### config.mk
export PLATFORM = sky130hd
export DESIGN_NAME = word_byte_serializer
export DESIGN_NICKNAME = d
export VERILOG_FILES = /design/src/rtl/word_byte_serializer.sv
export SDC_FILE = /design/constraint.sdc
export NUM_CORES = 1
export LEC_CHECK = 0
export ABC_AREA = 1
export CAP_MARGIN = 20
export CELL_PAD_IN_SITES_DETAIL_PLACEMENT = 1
export CELL_PAD_IN_SITES_GLOBAL_PLACEMENT = 1
export CORE_UTILIZATION = 40
export CTS_BUF_LIST = sky130_fd_sc_hd__clkbuf_8
export CTS_CLUSTER_DIAMETER = 200
export CTS_CLUSTER_SIZE = 8
export DETAILED_ROUTE_END_ITERATION = 10
export PLACE_DENSITY = 0.77
export SYNTH_ARGS = -nofsm -noshare
export SYNTH_HDL_FRONTEND = slang
export SYNTH_SLANG_ARGS = --single-unit
### constraint.sdc
create_clock -name clk -period 3.35 [get_ports clk]
set_input_delay 0.5025 -clock clk [delete_from_list [all_inputs] [get_ports clk]]
set_output_delay 0.5025 -clock clk [all_outputs]
set_load 0.1 [all_outputs]
### src/rtl/word_byte_serializer.sv
`default_nettype none
// ---------------------------------------------------------------------------
// word_byte_serializer : buffers 32-bit words (1-4 valid bytes) and streams them
//                        out one byte per cycle over a valid/ready handshake.
// Revision: 1.0
// ---------------------------------------------------------------------------
module word_byte_serializer #(
   parameter int FIFO_DEPTH = 2,
   parameter bit MSB_FIRST  = 1'b1
) (
   input  logic                          clk,
   input  logic                          reset,
   input  logic                          in_valid,
   output logic                          in_ready,
   input  logic [31:0]                   in_data,
   input  logic [2:0]                    in_len,
   output logic                          out_valid,
   input  logic                          out_ready,
   output logic [7:0]                    out_byte,
   output logic                          out_last,
   output logic                          len_err,
   output logic [$clog2(FIFO_DEPTH):0]   words_pending
);

   localparam int AW = $clog2(FIFO_DEPTH);
   localparam int CW = AW + 1;

   localparam logic [0:0] IDLE = 1'b0;
   localparam logic [0:0] SEND = 1'b1;

   logic [31:0]   fifo_data [FIFO_DEPTH];
   logic [2:0]    fifo_len  [FIFO_DEPTH];
   logic [AW-1:0] wr_ptr;
   logic [AW-1:0] rd_ptr;
   logic [CW-1:0] count;
   logic [0:0]    state;
   logic [31:0]   shreg;
   logic [2:0]    remaining;

   logic          accept;
   logic          len_ok;
   logic          push;
   logic          pop;
   logic          out_fire;
   logic [31:0]   head_data;
   logic [2:0]    head_len;

   // Byte ordering lives only in these two helpers.
   function automatic logic [7:0] first_byte(input logic [31:0] w);
      return MSB_FIRST ? w[31:24] : w[7:0];
   endfunction

   function automatic logic [31:0] shift_word(input logic [31:0] w);
      return MSB_FIRST ? {w[23:0], 8'h00} : {8'h00, w[31:8]};
   endfunction

   assign in_ready      = (count != CW'(FIFO_DEPTH));
   assign words_pending = count;
   assign accept        = in_valid && in_ready;
   assign len_ok        = (in_len != 3'd0) && (in_len <= 3'd4);
   assign push          = accept && len_ok;
   assign out_fire      = out_valid && out_ready;
   assign head_data     = fifo_data[rd_ptr];
   assign head_len      = fifo_len[rd_ptr];

   // A word is popped only from registered count, so an empty FIFO never falls through.
   assign pop = (count != '0) && ((state == IDLE) || (out_fire && out_last));

   always_ff @(posedge clk) begin
      if (push) begin
         fifo_data[wr_ptr] <= in_data;
         fifo_len[wr_ptr]  <= in_len;
      end
   end

   always_ff @(posedge clk or posedge reset) begin
      if (reset) begin
         wr_ptr  <= '0;
         rd_ptr  <= '0;
         count   <= '0;
         len_err <= 1'b0;
      end else begin
         len_err <= accept && !len_ok;
         if (push) begin
            wr_ptr <= wr_ptr + AW'(1);
         end
         if (pop) begin
            rd_ptr <= rd_ptr + AW'(1);
         end
         if (push && !pop) begin
            count <= count + CW'(1);
         end else if (pop && !push) begin
            count <= count - CW'(1);
         end
      end
   end

   always_ff @(posedge clk or posedge reset) begin
      if (reset) begin
         state     <= IDLE;
         out_valid <= 1'b0;
         out_byte  <= 8'h00;
         out_last  <= 1'b0;
         shreg     <= '0;
         remaining <= '0;
      end else if (pop) begin
         state     <= SEND;
         out_valid <= 1'b1;
         out_byte  <= first_byte(head_data);
         out_last  <= (head_len == 3'd1);
         shreg     <= shift_word(head_data);
         remaining <= head_len;
      end else if ((state == SEND) && out_fire) begin
         if (out_last) begin
            state     <= IDLE;
            out_valid <= 1'b0;
            out_last  <= 1'b0;
         end else begin
            out_byte  <= first_byte(shreg);
            shreg     <= shift_word(shreg);
            remaining <= remaining - 3'd1;
            out_last  <= (remaining == 3'd2);
         end
      end
   end

endmodule
`default_nettype wire

==> results.txt <==
Worst Setup SP: words_pending[1]$_DFFE_PP0P_
Critical setup path kind: reg -> out
Reg2Reg Depth: 5
Synth top area share: 0.4702
Total number of vias: 2,978
Total gr overflow: 0
Maximum VDD drop: 650.7 uV
H-Tree Depth: 3
Maxcap violations: 0
Critical path buffers and inverters: 1
Top cells by area, synth: edfxtp_1 (47%), dfrtp_1 (24%), nand2_1 (13%), nand3_1 (4.1%), a22oi_1 (1.3%)
YS warnings: 0
Pwr Density: 930.5 nW/um^2
Share of layout cells above drive strength 1: 0.07473
Worst skew pair latency: 0.37 ns
Worst R2R Start: words_pending[0]$_DFFE_PP0P_
Worst rel slew slack: 0.3514
Area of the multi-input gates: 1166 um^2
Synth Register Bits: 112
Post-Synthesis Cells: 399
IO buf count: 52
Place WS: 0.7604 ns
Nets: 491
Antenna diodes: 0
Outcome: completed
Minimum clock period: 2.498 ns
Crit-path slowest cell: clkdlybuf4s50_1
Sequence of cells on the critical path: clkdlybuf4s50_1
Clk slew on worst S/H paths: 0.10 ns
Synth-to-layout area growth: 18.70%
Worst EP required: 2.85 ns
Largest net degree at the start of global routing: 37
CTS tree: built
Fin Setup TNS: 0 ns
Max-slew violations: 0
FF+latch area: 3153 um^2
Initial Util: 0.4106
Final Hold Fails: 0
Core area: 10,890 um^2
Worst Skew: 0.009549 ns
Die H: 107.7 um
Syn avg cell area: 11.20 um^2
Clock sinks: 112
Maximum buffer depth of the clock tree: 2
Net Count, Synth: 440
Final setup vio count: 0
Sequential share of the synthesized area: 0.7053
Critical Path Fanout Max: 6
Final wirelength: 9436 um
Final period util: 0.7457
Hold_buf cts: 0
Hold Crit Class: in -> async
Synth cell types: 27
Reg2reg end: fifo_data[1][10]$_DFFE_PP_
GPL Wtd Cong: 0.7612
Number of core rows: 38
Setup ws final: 0.8518 ns
Vias in the first global route: 3,106
Die Wd: 107.7 um
FMAX: 0.4003 GHz
R2R setup slack: 1.32 ns
Setup bufs post-CTS: 0
ANT nets after route: 0
Crit-path max cell delay: 1.17 ns
Fillcell total: 1,200
Mapped Area: 4471 um^2
Startpoint types: register
Crit path DAT: 2.00 ns
Die Area: 11,600 um^2
CP delay by family, top: buffers and inverters
GRT Resource Usage Total: 0.1801
Post_cts resized: 0
Worst Setup End Kind: primary output
Total CTS buffers: 9
Yosys top cell by area: edfxtp_1
Post-DP HPWL: 6076 um
I/O pin total: 53
Initial antenna violation count: 0
RSZ-0062 raised after global routing: no
Worst Max-Slew Pin Slew: 0.9699 ns
DR DRC count: 0
Routed length per instance: 15.86 um
DR pass1 iterations: 4
Via density per instance: 5.005
DR iter-0 viols: 144
First-pass GRT wire length: 15,660 um
Root Buffer: clkbuf_8
Leakage: 2.237 nW
[layout make-up]
class                           count  area share
Timing Repair Buffer               57      0.1042
Clock inverter                      7     0.01368
Tap cell                          140     0.03301
Inverter                           16     0.01179
Clock buffer                        9     0.02334
Sequential cell                   112      0.5942
Multi-Input combinational cell    254      0.2198
[routing by layer]
layer,vias up,wire length [um],track usage
li1,1431,-,-
met3,11,304,0.03450
met1,1485,4295,0.2347
met4,0,124,0.05284
met2,51,4713,0.3045
met5,-,0,0
[where the power goes]
part	internal, mW	switching (mW)
sequential	1.84	0.184
combinational	0.553	1.56
clock	0.346	0.456
total	2.74	2.20
[placed cells by master (no fill, tap or decap)]
master and instances:
a21boi_1 1, a21o_1 6, a21oi_1 9, a22oi_1 8, buf_4 7, bufinv_16 1
clkbuf_8 9, clkdlybuf4s50_1 50, clkinv_1 2, clkinv_2 1, clkinv_4 3, clkinvlp_4 1
dfrtp_1 42, edfxtp_1 70, ha_1 2, inv_1 11, inv_2 3, inv_4 1
nand2_1 160, nand2_2 2, nand2_4 1, nand3_1 37, nor2_1 11, nor2_4 4
nor3b_1 1, o211ai_1 1, o21ai_0 5, o221ai_1 1, o31ai_1 2, or2_2 1
xor2_1 2
[flip-flops by register name, summed over array words and instances, names as in the netlist]
name	count
fifo_data	64
fifo_len	6
len_err	1
out_byte	8
out_last	1
rd_ptr	1
remaining	3
shreg	24
state	1
words_pending	2
wr_ptr	1
[through the flow]
stage,cell area (um^2),hold slack (ns),std cells,power [mW],util
floorplan,4476,0.4499,399,3.656,-
global placement,5110,0.4645,579,4.105,0.4693
detailed placement,5110,0.4709,579,4.195,0.4693
CTS,5306,0.4633,595,4.994,0.4874
global route,5306,0.5019,595,5.266,0.4874
finish,5306,0.4557,595,4.937,0.4874
[synthesized netlist by cell type (all sizes together)]
cell / number
nand3: 37
inv: 16
o221ai: 1
a21oi: 9
ha: 2
or2: 1
o31ai: 2
clkbuf: 3
nand2: 163
o211ai: 1
xor2: 2
a22oi: 8
dfrtp: 42
nor3b: 1
nor2: 15
o21ai: 5
a21o: 6
edfxtp: 70
a21boi: 1
buf: 14
[worst max-delay path by stage]
| stage | to | cells past startpoint | slack [ns] |
|---|---|---|---|
| 4_1_cts | words_pending[1] | 1 | 0.83 |
| 2_1_floorplan | fifo_data[1][0]$_DFFE_PP_ | 4 | 0.41 |
| 6_report | words_pending[1] | 1 | 0.85 |
| 3_5_place_dp | fifo_data[1][24]$_DFFE_PP_ | 5 | 0.76 |
| 3_3_place_gp | fifo_data[0][24]$_DFFE_PP_ | 5 | 0.87 |
| 5_1_grt | words_pending[1] | 1 | 0.78 |
[worst reg2reg max path: stages (launching register included)]
cell,delay [ns]
dfrtp_1,0.41
inv_1,0.10
a21boi_1,0.29
nand3_1,0.28
nor2_4,0.14
buf_4,0.45
[logic make-up (layout without fill, tap and decap cells)]
family	after synthesis	count (layout)	share of synthesized area
AND/OR/NAND/NOR	217	217	0.2001
buffers and inverters	33	89	0.03722
adder cells (fa/ha/maj)	2	2	0.005597
flip-flops	112	112	0.7053
XOR/XNOR	2	2	0.003919
AO/OA/AOI/OAI	33	33	0.04786
Note: power is estimated with default switching activity, not from simulation.
